## src/rtl/instruction_register_if.sv

```systemverilog
// Instruction register bus bundle.
// Control-side signals in, opcode/operand/status out.
interface instruction_register_if #(
    parameter int DATA_W   = 8,
    parameter int OPCODE_W = 4
);
    logic [DATA_W-1:0]          bus_in;
    logic                       ir_load;
    logic                       ir_out;
    logic                       ir_clr;
    logic [OPCODE_W-1:0]        opcode;
    logic [DATA_W-OPCODE_W-1:0] operand;
    logic                       operand_oe;
    logic                       ir_valid;
    logic                       halted;
    logic [7:0]                 fetch_count;

    modport master (
        output bus_in,
        output ir_load,
        output ir_out,
        output ir_clr,
        input  opcode,
        input  operand,
        input  operand_oe,
        input  ir_valid,
        input  halted,
        input  fetch_count
    );

    modport slave (
        input  bus_in,
        input  ir_load,
        input  ir_out,
        input  ir_clr,
        output opcode,
        output operand,
        output operand_oe,
        output ir_valid,
        output halted,
        output fetch_count
    );
endinterface

```

## src/rtl/instruction_register.sv

```systemverilog
// Instruction register: captures the fetched byte, exposes opcode,
// drives the operand nibble on request, latches a sticky halt.
module instruction_register #(
    parameter int                  DATA_W     = 8,
    parameter int                  OPCODE_W   = 4,
    parameter logic [OPCODE_W-1:0] HLT_OPCODE = 4'hF,
    parameter logic [OPCODE_W-1:0] NOP_OPCODE = 4'h0
) (
    input logic                     clk,
    input logic                     rst_n,
    instruction_register_if.slave   ir_bus
);
    localparam int OPER_W = DATA_W - OPCODE_W;

    logic [DATA_W-1:0] ir_q;
    logic              valid_q;
    logic              halted_q;
    logic [7:0]        count_q;
    logic [OPCODE_W-1:0] load_opc;

    assign load_opc = ir_bus.bus_in[DATA_W-1 -: OPCODE_W];

    // Held instruction, halt flag and fetch counter; halt freezes everything.
    always_ff @(posedge clk or negedge rst_n) begin
        if (!rst_n) begin
            ir_q     <= '0;
            valid_q  <= 1'b0;
            halted_q <= 1'b0;
            count_q  <= 8'd0;
        end else if (halted_q) begin
            ir_q     <= ir_q;
        end else if (ir_bus.ir_clr) begin
            ir_q     <= '0;
            valid_q  <= 1'b0;
        end else if (ir_bus.ir_load) begin
            ir_q     <= ir_bus.bus_in;
            valid_q  <= 1'b1;
            count_q  <= count_q + 8'd1;
            if (load_opc == HLT_OPCODE)
                halted_q <= 1'b1;
        end
    end

    // Opcode and operand presentation derived from held state.
    always_comb begin
        ir_bus.opcode     = NOP_OPCODE;
        ir_bus.operand    = '0;
        ir_bus.operand_oe = ir_bus.ir_out & valid_q;
        if (valid_q)
            ir_bus.opcode = ir_q[DATA_W-1 -: OPCODE_W];
        if (ir_bus.operand_oe)
            ir_bus.operand = ir_q[OPER_W-1:0];
    end

    assign ir_bus.ir_valid    = valid_q;
    assign ir_bus.halted      = halted_q;
    assign ir_bus.fetch_count = count_q;
endmodule

```

## src/flat_wrapper.sv

```systemverilog
// flat-port wrapper written by rule: the top's interface ports become plain ports
module instruction_register_flat 
#(
    parameter int                  DATA_W     = 8,
    parameter int                  OPCODE_W   = 4,
    parameter logic [OPCODE_W-1:0] HLT_OPCODE = 4'hF,
    parameter logic [OPCODE_W-1:0] NOP_OPCODE = 4'h0
)
  (clk, rst_n, ir_bus_bus_in, ir_bus_ir_load, ir_bus_ir_out, ir_bus_ir_clr, ir_bus_opcode, ir_bus_operand, ir_bus_operand_oe, ir_bus_ir_valid, ir_bus_halted, ir_bus_fetch_count);
  instruction_register_if #(.DATA_W(DATA_W), .OPCODE_W(OPCODE_W)) ir_bus_i ();
  input logic clk;
  input logic rst_n;
  input wire logic [$bits(ir_bus_i.bus_in)-1:0] ir_bus_bus_in;
  input wire logic [$bits(ir_bus_i.ir_load)-1:0] ir_bus_ir_load;
  input wire logic [$bits(ir_bus_i.ir_out)-1:0] ir_bus_ir_out;
  input wire logic [$bits(ir_bus_i.ir_clr)-1:0] ir_bus_ir_clr;
  output wire logic [$bits(ir_bus_i.opcode)-1:0] ir_bus_opcode;
  output wire logic [$bits(ir_bus_i.operand)-1:0] ir_bus_operand;
  output wire logic [$bits(ir_bus_i.operand_oe)-1:0] ir_bus_operand_oe;
  output wire logic [$bits(ir_bus_i.ir_valid)-1:0] ir_bus_ir_valid;
  output wire logic [$bits(ir_bus_i.halted)-1:0] ir_bus_halted;
  output wire logic [$bits(ir_bus_i.fetch_count)-1:0] ir_bus_fetch_count;
  assign ir_bus_i.bus_in = ir_bus_bus_in;
  assign ir_bus_i.ir_load = ir_bus_ir_load;
  assign ir_bus_i.ir_out = ir_bus_ir_out;
  assign ir_bus_i.ir_clr = ir_bus_ir_clr;
  assign ir_bus_opcode = ir_bus_i.opcode;
  assign ir_bus_operand = ir_bus_i.operand;
  assign ir_bus_operand_oe = ir_bus_i.operand_oe;
  assign ir_bus_ir_valid = ir_bus_i.ir_valid;
  assign ir_bus_halted = ir_bus_i.halted;
  assign ir_bus_fetch_count = ir_bus_i.fetch_count;
  instruction_register #(.DATA_W(DATA_W), .OPCODE_W(OPCODE_W), .HLT_OPCODE(HLT_OPCODE), .NOP_OPCODE(NOP_OPCODE)) u_core (.clk(clk), .rst_n(rst_n), .ir_bus(ir_bus_i));
endmodule
```

## config.mk

```make
export PLATFORM = sky130hd
export DESIGN_NAME = instruction_register_flat
export DESIGN_NICKNAME = d
export VERILOG_FILES = /design/src/rtl/instruction_register_if.sv /design/src/rtl/instruction_register.sv /design/src/flat_wrapper.sv
export SDC_FILE = /design/constraint.sdc
export NUM_CORES = 1
export LEC_CHECK = 0
export CAP_MARGIN = 20
export CORE_ASPECT_RATIO = 1.1
export CORE_MARGIN = 8
export CORE_UTILIZATION = 42
export CTS_CLUSTER_SIZE = 12
export DETAILED_ROUTE_END_ITERATION = 16
export MAX_ROUTING_LAYER = met4
export PLACE_DENSITY = 0.8
export SKIP_LAST_GASP = 1
export SYNTH_ARGS = -nofsm -noshare
export SYNTH_HDL_FRONTEND = slang
export SYNTH_SLANG_ARGS = --single-unit
```

## constraint.sdc

```tcl
create_clock -name clk -period 1.75 [get_ports clk]
set_clock_uncertainty 0.15 [all_clocks]
set_input_delay 0.4375 -clock clk [delete_from_list [all_inputs] [get_ports clk]]
set_output_delay 0.4375 -clock clk [all_outputs]
set_load 0.02 [all_outputs]
```

# --- Yosys cells after proc, flatten, opt, wreduce, memory -nomap -nowiden ---
# Cells that the tools add are included.
totals:
  in_bits: 13
  output_inout_bits: 19
  elab_cells: 22
  reg_bits: 18
op_classes:
  eq_ne: 1
  muxes: 10
  add_sub_neg: 1
  bitwise_logic: 3
  n_reduce_logical: 3
ops:
  columns: ["operator", "n"]
  rows:
  - ["two-way mux 8 bit", 2]
  - ["adder 8 x 1 -> 8 bit (second input constant)", 1]
  - ["two-way mux 4 bit", 2]
  - ["two-way mux 1 bit", 6]
  - ["== test 4 bit (second input constant)", 1]
  - ["AND reduction 3 bit", 1]
  - ["NOT 1 bit", 2]
  - ["AND reduction 2 bit", 1]
  - ["nonzero test 2 bit", 1]
  - ["AND 1 bit", 1]

# --- Depth between registers and ports, before layout ---
# Gate-level depths: netlist of the first run.
logic_depth:
  depth_word: 5
  ltp_mapped: 4
  depth_no_buf: 3

# --- Least setup slack after synthesis of the first run ---
# OpenSTA, ideal clock, no wires.
synth_timing:
  path_type: "register to register"
  start: "register u_core.halted_q, in the netlist u_core.ir_bus.halted"
  end: "register u_core.count_q[4], in the netlist u_core.ir_bus.fetch_count[4]"
  period_less_slack_ns: 1.480
  path_slack_ns: 0.270
  required_time_ns: 1.470
  path_stages_with_launch: 5
  setup_time_ns: 0.130
  t_arrival_ns: 1.200
  path_buffers: 1
  cell_sequence: "dfrtp_1 nor3b_4 buf_6 nand4_4 xnor2_2"
synth_via:
  elab_chain_cells: 2
synth_lines:
  columns: ["item", "line_no", "text"]
  rows:
  - ["start, declared", "instruction_register.sv:17", "logic halted_q;"]
  - ["start signal, assigned", "instruction_register.sv:28", "halted_q <= 1'b0;"]
  - ["start signal, assigned", "instruction_register.sv:40", "halted_q <= 1'b1;"]
  - ["NOT 1 bit (no line)", null, null]
  - ["AND reduction 3 bit (no line)", null, null]
  - ["end signal, assigned", "instruction_register.sv:38", "count_q <= count_q + 8'd1;"]
  - ["end, declared", "instruction_register.sv:18", "logic [7:0] count_q;"]
# Every way passes these cells.
# A chain may end at the register's enable or synchronous reset.

# --- Worst setup path after layout of the first run ---
layout_timing:
  start: "register u_core.valid_q, in the netlist u_core.ir_bus.ir_valid"
  end: "output ir_bus_operand[3]"
layout_via:
  elab_chain_cells: 2
layout_lines:
  columns: ["item", "line_no", "text"]
  rows:
  - ["start, declared", "instruction_register.sv:16", "logic valid_q;"]
  - ["start signal, assigned", "instruction_register.sv:27", "valid_q <= 1'b0;"]
  - ["start signal, assigned", "instruction_register.sv:34", "valid_q <= 1'b0;"]
  - ["start signal, assigned", "instruction_register.sv:37", "valid_q <= 1'b1;"]
  - ["AND 1 bit", "instruction_register.sv:48", "ir_bus.operand_oe = ir_bus.ir_out & valid_q;"]
  - ["two-way mux 4 bit", "instruction_register.sv:51", "if (ir_bus.operand_oe)"]
  - ["end, declared", "flat_wrapper.sv:18", "output wire logic [$bits(ir_bus_i.operand)-1:0] ir_bus_operand;"]
# Every way passes these cells.

==> qor.csv, run 1 <==
stage,metric,value,unit
synth,synthArstFlopShare,100,%
floorplanning,row_count,17,
worst_setup_path,path_cells,buf_6 -> and3_1 -> buf_6,
drt,drc_errors,0,
hold_path,worstHoldPathType,input pin to async pin,
final_layout,synthToLayoutAreaGrowth,53.4,%
synth,synthFlopType,dfrtp_1,
pwr,irDropWorstVdd,0.361,mV
grt,grt_max_degree,19,
synth,netlist_area,848,um^2
pwr,leakagePower,0.705,nW
worst_setup_path,criticalPathCategory,register to output port,
clock_network,insertion_delay,0.29,ns
floorplanning,die_w,58.9,um
worst_setup_path,worst-path-max-fanout,7,
synth,synth_xor_area_share,9.00,%
floorplanning,die_area,0.00372,mm^2
drt,vias,720,
placement,dp_hpwl,1580,um
worst_setup_path,crit_start,u_core.ir_bus.ir_valid$_DFFE_PN0P_,
placement,gp_congestion,0.798,
final_layout,nNetsFinal,132,
placement,pre_cts_ws,-0.558,ns
clock_network,cts_buffers,3,
timing,maxSlewHeadroom,84.0,%
worst_setup_path,crit_family,flip-flops,
synth,synth_compound_area_share,11.1,%
worst_setup_path,cp.required,1.16,ns
synth,synth_warnings,0,
synth,synth_seq_cells,18,
clock_network,h-tree-depth,1,
synth,synth-edff-count,0,
floorplanning,start_util,43.4,%
clock_network,ctsHoldBuffers,0,
grt,grt_pass1_vias,749,
final_layout,utilization,66.5,%
final_layout,finalNonFillerCells,144,
worst_setup_path,r2r_start,u_core.ir_bus.halted$_DFF_PN0_,
grt,grt_remaining_overflow,0,
synth,synth_nets,82,
worst_setup_path,arrival,1.18,ns
grt,track_usage,13.0,%
worst_setup_path,critPathMostFrequentCell,buf_6,
floorplanning,io_pins,32,
synth,avgSynthCellArea,12.5,um^2
clock_network,cts_tree,done,
placement,placed_cells,138,
timing,finalSetupViolations,3,
drt,ant_nets,0,
clock_network,cts_root_buf,clkbuf_4,
clock_network,ctsLongestPathBuffers,2,
timing,final_max_slew_viol_count,0,
flow_run,drv_cap,0,
timing,tightest_slew,0.240,ns
drt,first_iter_violations,22,
timing,hold_violations,0,
final_layout,final_layout_size_suffix_gt1_share,31.9,%
synth,synth_cell_types,23,
synth,syn_inst,68,
synth,synth_top_family_by_area,simple AND/OR/NAND/NOR gates,
worst_setup_path,crit_path_end_kind,output port,
floorplanning,core,0.00196,mm^2
timing,rsz0062_at_grt,yes,
worst_setup_path,slowest_delay,0.46,ns
grt,grt_antenna_before_repair,0,
timing,min_period,1.77,ns
floorplanning,die_h,63.1,um
drt,wire_per_inst,15.0,um
synth,ys_seq_area_share,53.1,%
drt,avgViaCountPerCell,5.00,
clock_network,path_clk_slew,0.10,ns
worst_setup_path,cpMaxStageDelayCell,dfrtp_2,
outcome,violations,setup timing,
worst_setup_path,ff2ff_setup_slack,0.22,ns
timing,hold_ws,0.310,ns
timing,fmax,564,MHz
clock_network,clock-sinks,18,
synth,synth.area.mux_share,1.33,%
placement,io_buffer_count,31,
synth,synth_fa_ha_area_share,1.47,%
final_layout,antenna_cells,0,
pwr,p_total,0.732,mW
drt,drt_pre_antenna_iters,4,
worst_setup_path,cp_num_buf_inv,2,
grt,grt_pass1_wl,3690,um
outcome,status,finished with violations,
synth,synth_simple_gate_area_share,21.4,%
timing,fin_ws,-0.0220,ns
worst_setup_path,start_kind,register,
timing,min_period_over_period,101,%
pwr,power_per_cell_area,563,mW/mm^2
drt,drt-total-wl,2160,um
## cells in the mapped netlist, types with 2 or more instances
master / count / area share [%]
dfrtp_1: 18 / 53
a22o_1: 6 / 6.2
and3_1: 6 / 4.4
and2_1: 5 / 3.7
nand2_1: 4 / 1.8
xnor2_1: 4 / 4.1
inv_1: 3 / 1.3
nand4_1: 3 / 2.2
a21oi_1: 2 / 1.2
nand4_4: 2 / 5.0
o21ai_0: 2 / 1.2
xnor2_2: 2 / 3.8
## cell families after synthesis
family                     count (synthesis)
adders and majority gates                  1
and+or+nand+nor                           24
buffers and inverters                      4
muxes                                      1
DFF                                       18
AOI/OAI and AO/OA                         13
xor gates and xnor gates                   7
## final timing paths
check                                                           endpoint  cells after the start
worst max register to register  u_core.ir_bus.fetch_count[1]$_DFFE_PN0P_                      4
max in group asynchronous             u_core.ir_bus.ir_valid$_DFFE_PN0P_                      2
worst min-delay path                          u_core.ir_q[1]$_DFFE_PN0P_                      2
worst max-delay path                                   ir_bus_operand[3]                      3
min in group clk                u_core.ir_bus.fetch_count[5]$_DFFE_PN0P_                      1
worst min register to register  u_core.ir_bus.fetch_count[5]$_DFFE_PN0P_                      1
## layout make-up
class	count	area, um^2
Fill cell	173	656
Tap cell	28	35.0
Clock buffer	3	22.5
Inverter	3	11.3
Timing Repair Buffer	46	395
Sequential cell	18	452
Multi-Input combinational cell	46	385
## flip-flops by register name, summed over array words and instances (netlist names)
| register | flops |
|---|---|
| u_core.ir_bus.halted | 1 |
| u_core.ir_bus.fetch_count | 8 |
| u_core.ir_q | 8 |
| u_core.ir_bus.ir_valid | 1 |
## routing by layer
metal  GRT usage (%)  vias to the layer above  wire, um
met1            14.8                      350       893
met4            7.19                        0        55
met2            20.1                       22      1080
li1                -                      344         -
met3            3.45                        4       131
met5               -                        -         0
## power by group
part	switching, mW	internal (mW)	leakage, nW
clock	0.125	0.0801	0.0138
combinational	0.0425	0.0542	0.463
sequential	0.00690	0.423	0.228
## metrics by stage
step           setup TNS [ns]  cell area, um^2
3_3_place_gp            -3.88             1280
3_5_place_dp            -4.19             1280
4_1_cts               -0.0870             1330
6_report              -0.0524             1300
5_1_grt                -0.178             1300
2_1_floorplan               0              848
## layout by cell type, fill, tap and decap left out, types with 2 or more instances in the layout
cell type        netlist  routed
and3_1                 6       4
nand2_1                4       4
dfrtp_1               18      17
o21ai_0                2       2
inv_1                  3       3
xnor2_1                4       4
a21oi_1                2       2
nand4_1                3       3
buf_2                  0       7
and2_1                 5       5
buf_6                  1       4
clkdlybuf4s50_1        0      11
dlygate4sd2_1          0      10
nand4_4                2       2
clkbuf_4               0       3
xnor2_2                2       2
buf_4                  0      13
and3_4                 0       2
a22o_1                 6       6
## repair_timing
action / 4_1_cts / 5_1_grt
hold endpoints to repair: 0 / 0
resized for setup: 54 / 7
endpoints found under the setup margin: 19 / 9
setup buffers: 2 / 1
pin swaps: 0 / 0
Note: power is estimated with default switching activity, not from simulation.
==> inputs of run 2 (changes only) <==
Settings changed: CTS_CLUSTER_DIAMETER set to 200.
==> results of run 2 <==
Same layout as run 1: the final DEF is identical, and so are final timing and power.
==> inputs of run 3 (changes only) <==
Settings changed: CORE_UTILIZATION 42 to 45, CTS_BUF_LIST set to sky130_fd_sc_hd__clkbuf_4, CTS_CLUSTER_SIZE 12 to 16, PLACE_DENSITY 0.8 to 0.84.
==> qor.csv, run 3 (synthesis results as in run 1) <==
stage,metric,value,unit,change
outcome,status,finished with violations,,
outcome,violations,setup timing,,
placement,dp_hpwl,1700,um,+7.9%
pwr,clkPwrFrac,28.1,%,about the same
floorplanning,io_pins,32,,unchanged
final_layout,final_layout_size_suffix_gt1_share,32.8,%,+0.86 points
clock_network,cts_buffers,3,,unchanged
timing,maxSlewHeadroom,83.2,%,-0.79 points
final_layout,nNetsFinal,131,,-0.76%
clock_network,clock-sinks,18,,unchanged
worst_setup_path,timing.rr.end,u_core.ir_bus.fetch_count[5]$_DFFE_PN0P_,,
worst_setup_path,critPathMostFrequentCell,buf_6,,
drt,vias,724,,+0.56%
final_layout,final_common_cell,dfrtp_1,,
pwr,seqPwrFrac,58.8,%,about the same
timing,hold_violations,0,,unchanged
clock_network,ctsHoldBuffers,0,,unchanged
timing,final_max_slew_viol_count,0,,unchanged
floorplanning,die_area,0.00353,mm^2,-4.9%
grt,grt_max_degree,19,,unchanged
pwr,p_sw,0.173,mW,-1.1%
placement,io_buffer_count,31,,unchanged
worst_setup_path,worst-path-max-fanout,7,,unchanged
drt,drt_pre_antenna_iters,4,,unchanged
worst_setup_path,slowest_delay,0.47,ns,about the same
worst_setup_path,cpMaxStageDelayCell,dfrtp_2,,
worst_setup_path,path_cells,buf_6 -> and3_4 -> buf_6,,
timing,final.setup.tns,-0.123,ns,-0.0709 ns
grt,grt_remaining_overflow,0,,unchanged
worst_setup_path,r2r_start,u_core.ir_bus.halted$_DFF_PN0_,,
worst_setup_path,start_kind,register,,
final_layout,antenna_cells,0,,unchanged
drt,avgViaCountPerCell,5.40,,+8.1%
floorplanning,start_util,47.6,%,+4.3 points
placement,gp_congestion,0.756,,-5.2%
worst_setup_path,crit_family,flip-flops,,
worst_setup_path,arrival,1.20,ns,+0.02 ns
worst_setup_path,cp_num_buf_inv,2,,unchanged
grt,grt_pass1_vias,810,,+8.1%
hold_path,worstHoldPathType,input pin to async pin,,
worst_setup_path,crit_path_end_kind,output port,,
pwr,p_int,0.559,mW,+0.31%
final_layout,utilization,72.3,%,+5.8 points
floorplanning,die_w,57.4,um,-2.5%
drt,drt-total-wl,2150,um,-0.46%
placement,place_area,0.00127,mm^2,-1.4%
timing,tightest_slew,0.252,ns,+0.0121 ns
worst_setup_path,reg2reg_depth,5,,+1
drt,first_iter_violations,10,,-55%
grt,grt_pass1_wl,3730,um,+0.95%
timing,fmax,561,MHz,-0.62%
flow_run,drv_cap,0,,unchanged
worst_setup_path,ff2ff_setup_slack,0.25,ns,+0.03 ns
pwr,irDropWorstVdd,0.457,mV,+27%
worst_setup_path,cp.required,1.16,ns,about the same
grt,track_usage,14.2,%,+1.2 points
grt,grt_antenna_before_repair,0,,unchanged
clock_network,cts_tree,done,,
clock_network,ctsLongestPathBuffers,2,,unchanged
timing,finalSetupViolations,4,,+1
pwr,combPwrFrac,13.0,%,-0.2 points
clock_network,cts_root_buf,clkbuf_4,,
clock_network,h-tree-depth,1,,unchanged
drt,ant_nets,0,,unchanged
final_layout,synthToLayoutAreaGrowth,51.9,%,
timing,rsz0062_at_grt,yes,,
final_layout,fin_area,0.00129,mm^2,-0.96%
timing,min_period,1.78,ns,+0.0110 ns
drt,drc_errors,0,,unchanged
pwr,p_total,0.732,mW,about the same
drt,wire_per_inst,16.0,um,+7.0%
floorplanning,core,0.00178,mm^2,-9.0%
timing,min_period_over_period,102,%,+0.63 points
pwr,switching_share,23.6,%,-0.26 points
worst_setup_path,criticalPathCategory,register to output port,,
floorplanning,row_count,16,,-1
pwr,power_per_cell_area,568,mW/mm^2,+0.94%
final_layout,layout_common_cells,"dfrtp_1 (17), buf_4 (13), clkdlybuf4s50_1 (11), dlygate4sd2_1 (10)",,
clock_network,insertion_delay,0.29,ns,about the same
timing,fin_ws,-0.0331,ns,-0.0110 ns
pwr,leakagePower,0.698,nW,-1.0%
clock_network,path_clk_slew,0.10,ns,about the same
floorplanning,die_h,61.5,um,-2.5%
## run 3: cell types whose count changed in the layout (fill, tap and decap cells not counted)
cell,change
buf_2,-1
buf_6,+1
clkinv_1,+1
and3_4,+2
and3_1,-2
buf_12,-1
## run 3: cell type report
cell class | instances | area, um^2
fillers | 124 | 493
flip-flops and latches | 18 | 452
multi-input cells | 46 | 395
repair buffers | 45 | 382
clock buffers | 3 | 22.5
well taps | 18 | 22.5
inverters | 3 | 11.3
clock inverters | 1 | 3.75
## run 3: repair_timing
action / CTS / global route
setup buffers: 1 / 0
endpoints found under the setup margin: 19 / 7
hold endpoints to repair: 0 / 0
gates resized for setup: 57 / 8
## run 3: routing by layer
layer | part of all wire [%] | global-route usage (%) | vias up
li1 | - | - | 340
met2 | 48 | 25.1 | 29
met4 | 1.5 | 6.43 | 0
met5 | 0 | - | -
met1 | 42 | 14.6 | 351
met3 | 8.4 | 3.97 | 4
## run 3: worst reg2reg max path: stages, from the launching register on
cell and delay [ns]:
dfrtp_1 0.39, buf_4 0.16, nor3b_4 0.26, buf_4 0.19, nand4_1 0.12, xnor2_1 0.14
## run 3: how the worst max path moves through the flow
stage / start / to / slack, ns / cells past startpoint
finish: u_core.ir_bus.ir_valid$_DFFE_PN0P_ / ir_bus_operand[3] / -0.03 / 3
global route: u_core.ir_bus.ir_valid$_DFFE_PN0P_ / ir_bus_operand[3] / -0.07 / 3
CTS: u_core.ir_bus.ir_valid$_DFFE_PN0P_ / ir_bus_operand[1] / -0.05 / 3
detailed placement: ir_bus_ir_out / ir_bus_operand[0] / -0.55 / 3
global placement: ir_bus_ir_out / ir_bus_operand[3] / -0.54 / 3
floorplan: u_core.ir_bus.halted$_DFF_PN0_ / u_core.ir_bus.fetch_count[4]$_DFFE_PN0P_ / 0.27 / 4
## run 3: stage by stage
stage          instances  hold WS (ns)  worst slack [ns]
5_1_grt              134         0.352           -0.0729
6_report             134         0.332           -0.0331
4_1_cts              134         0.339           -0.0511
2_1_floorplan         68      -0.00809             0.270
3_3_place_gp         129         0.318            -0.536
3_5_place_dp         129         0.335            -0.547
## run 3: power groups by stage
stage | registers, mW | logic [mW] | clock network [mW]
after floorplan | 0.439 | 0.0256 | 0
after global placement | 0.439 | 0.0935 | 0
after detailed placement | 0.439 | 0.0962 | 0
after CTS | 0.431 | 0.0942 | 0.211
after global routing | 0.432 | 0.104 | 0.235
final | 0.431 | 0.0954 | 0.206
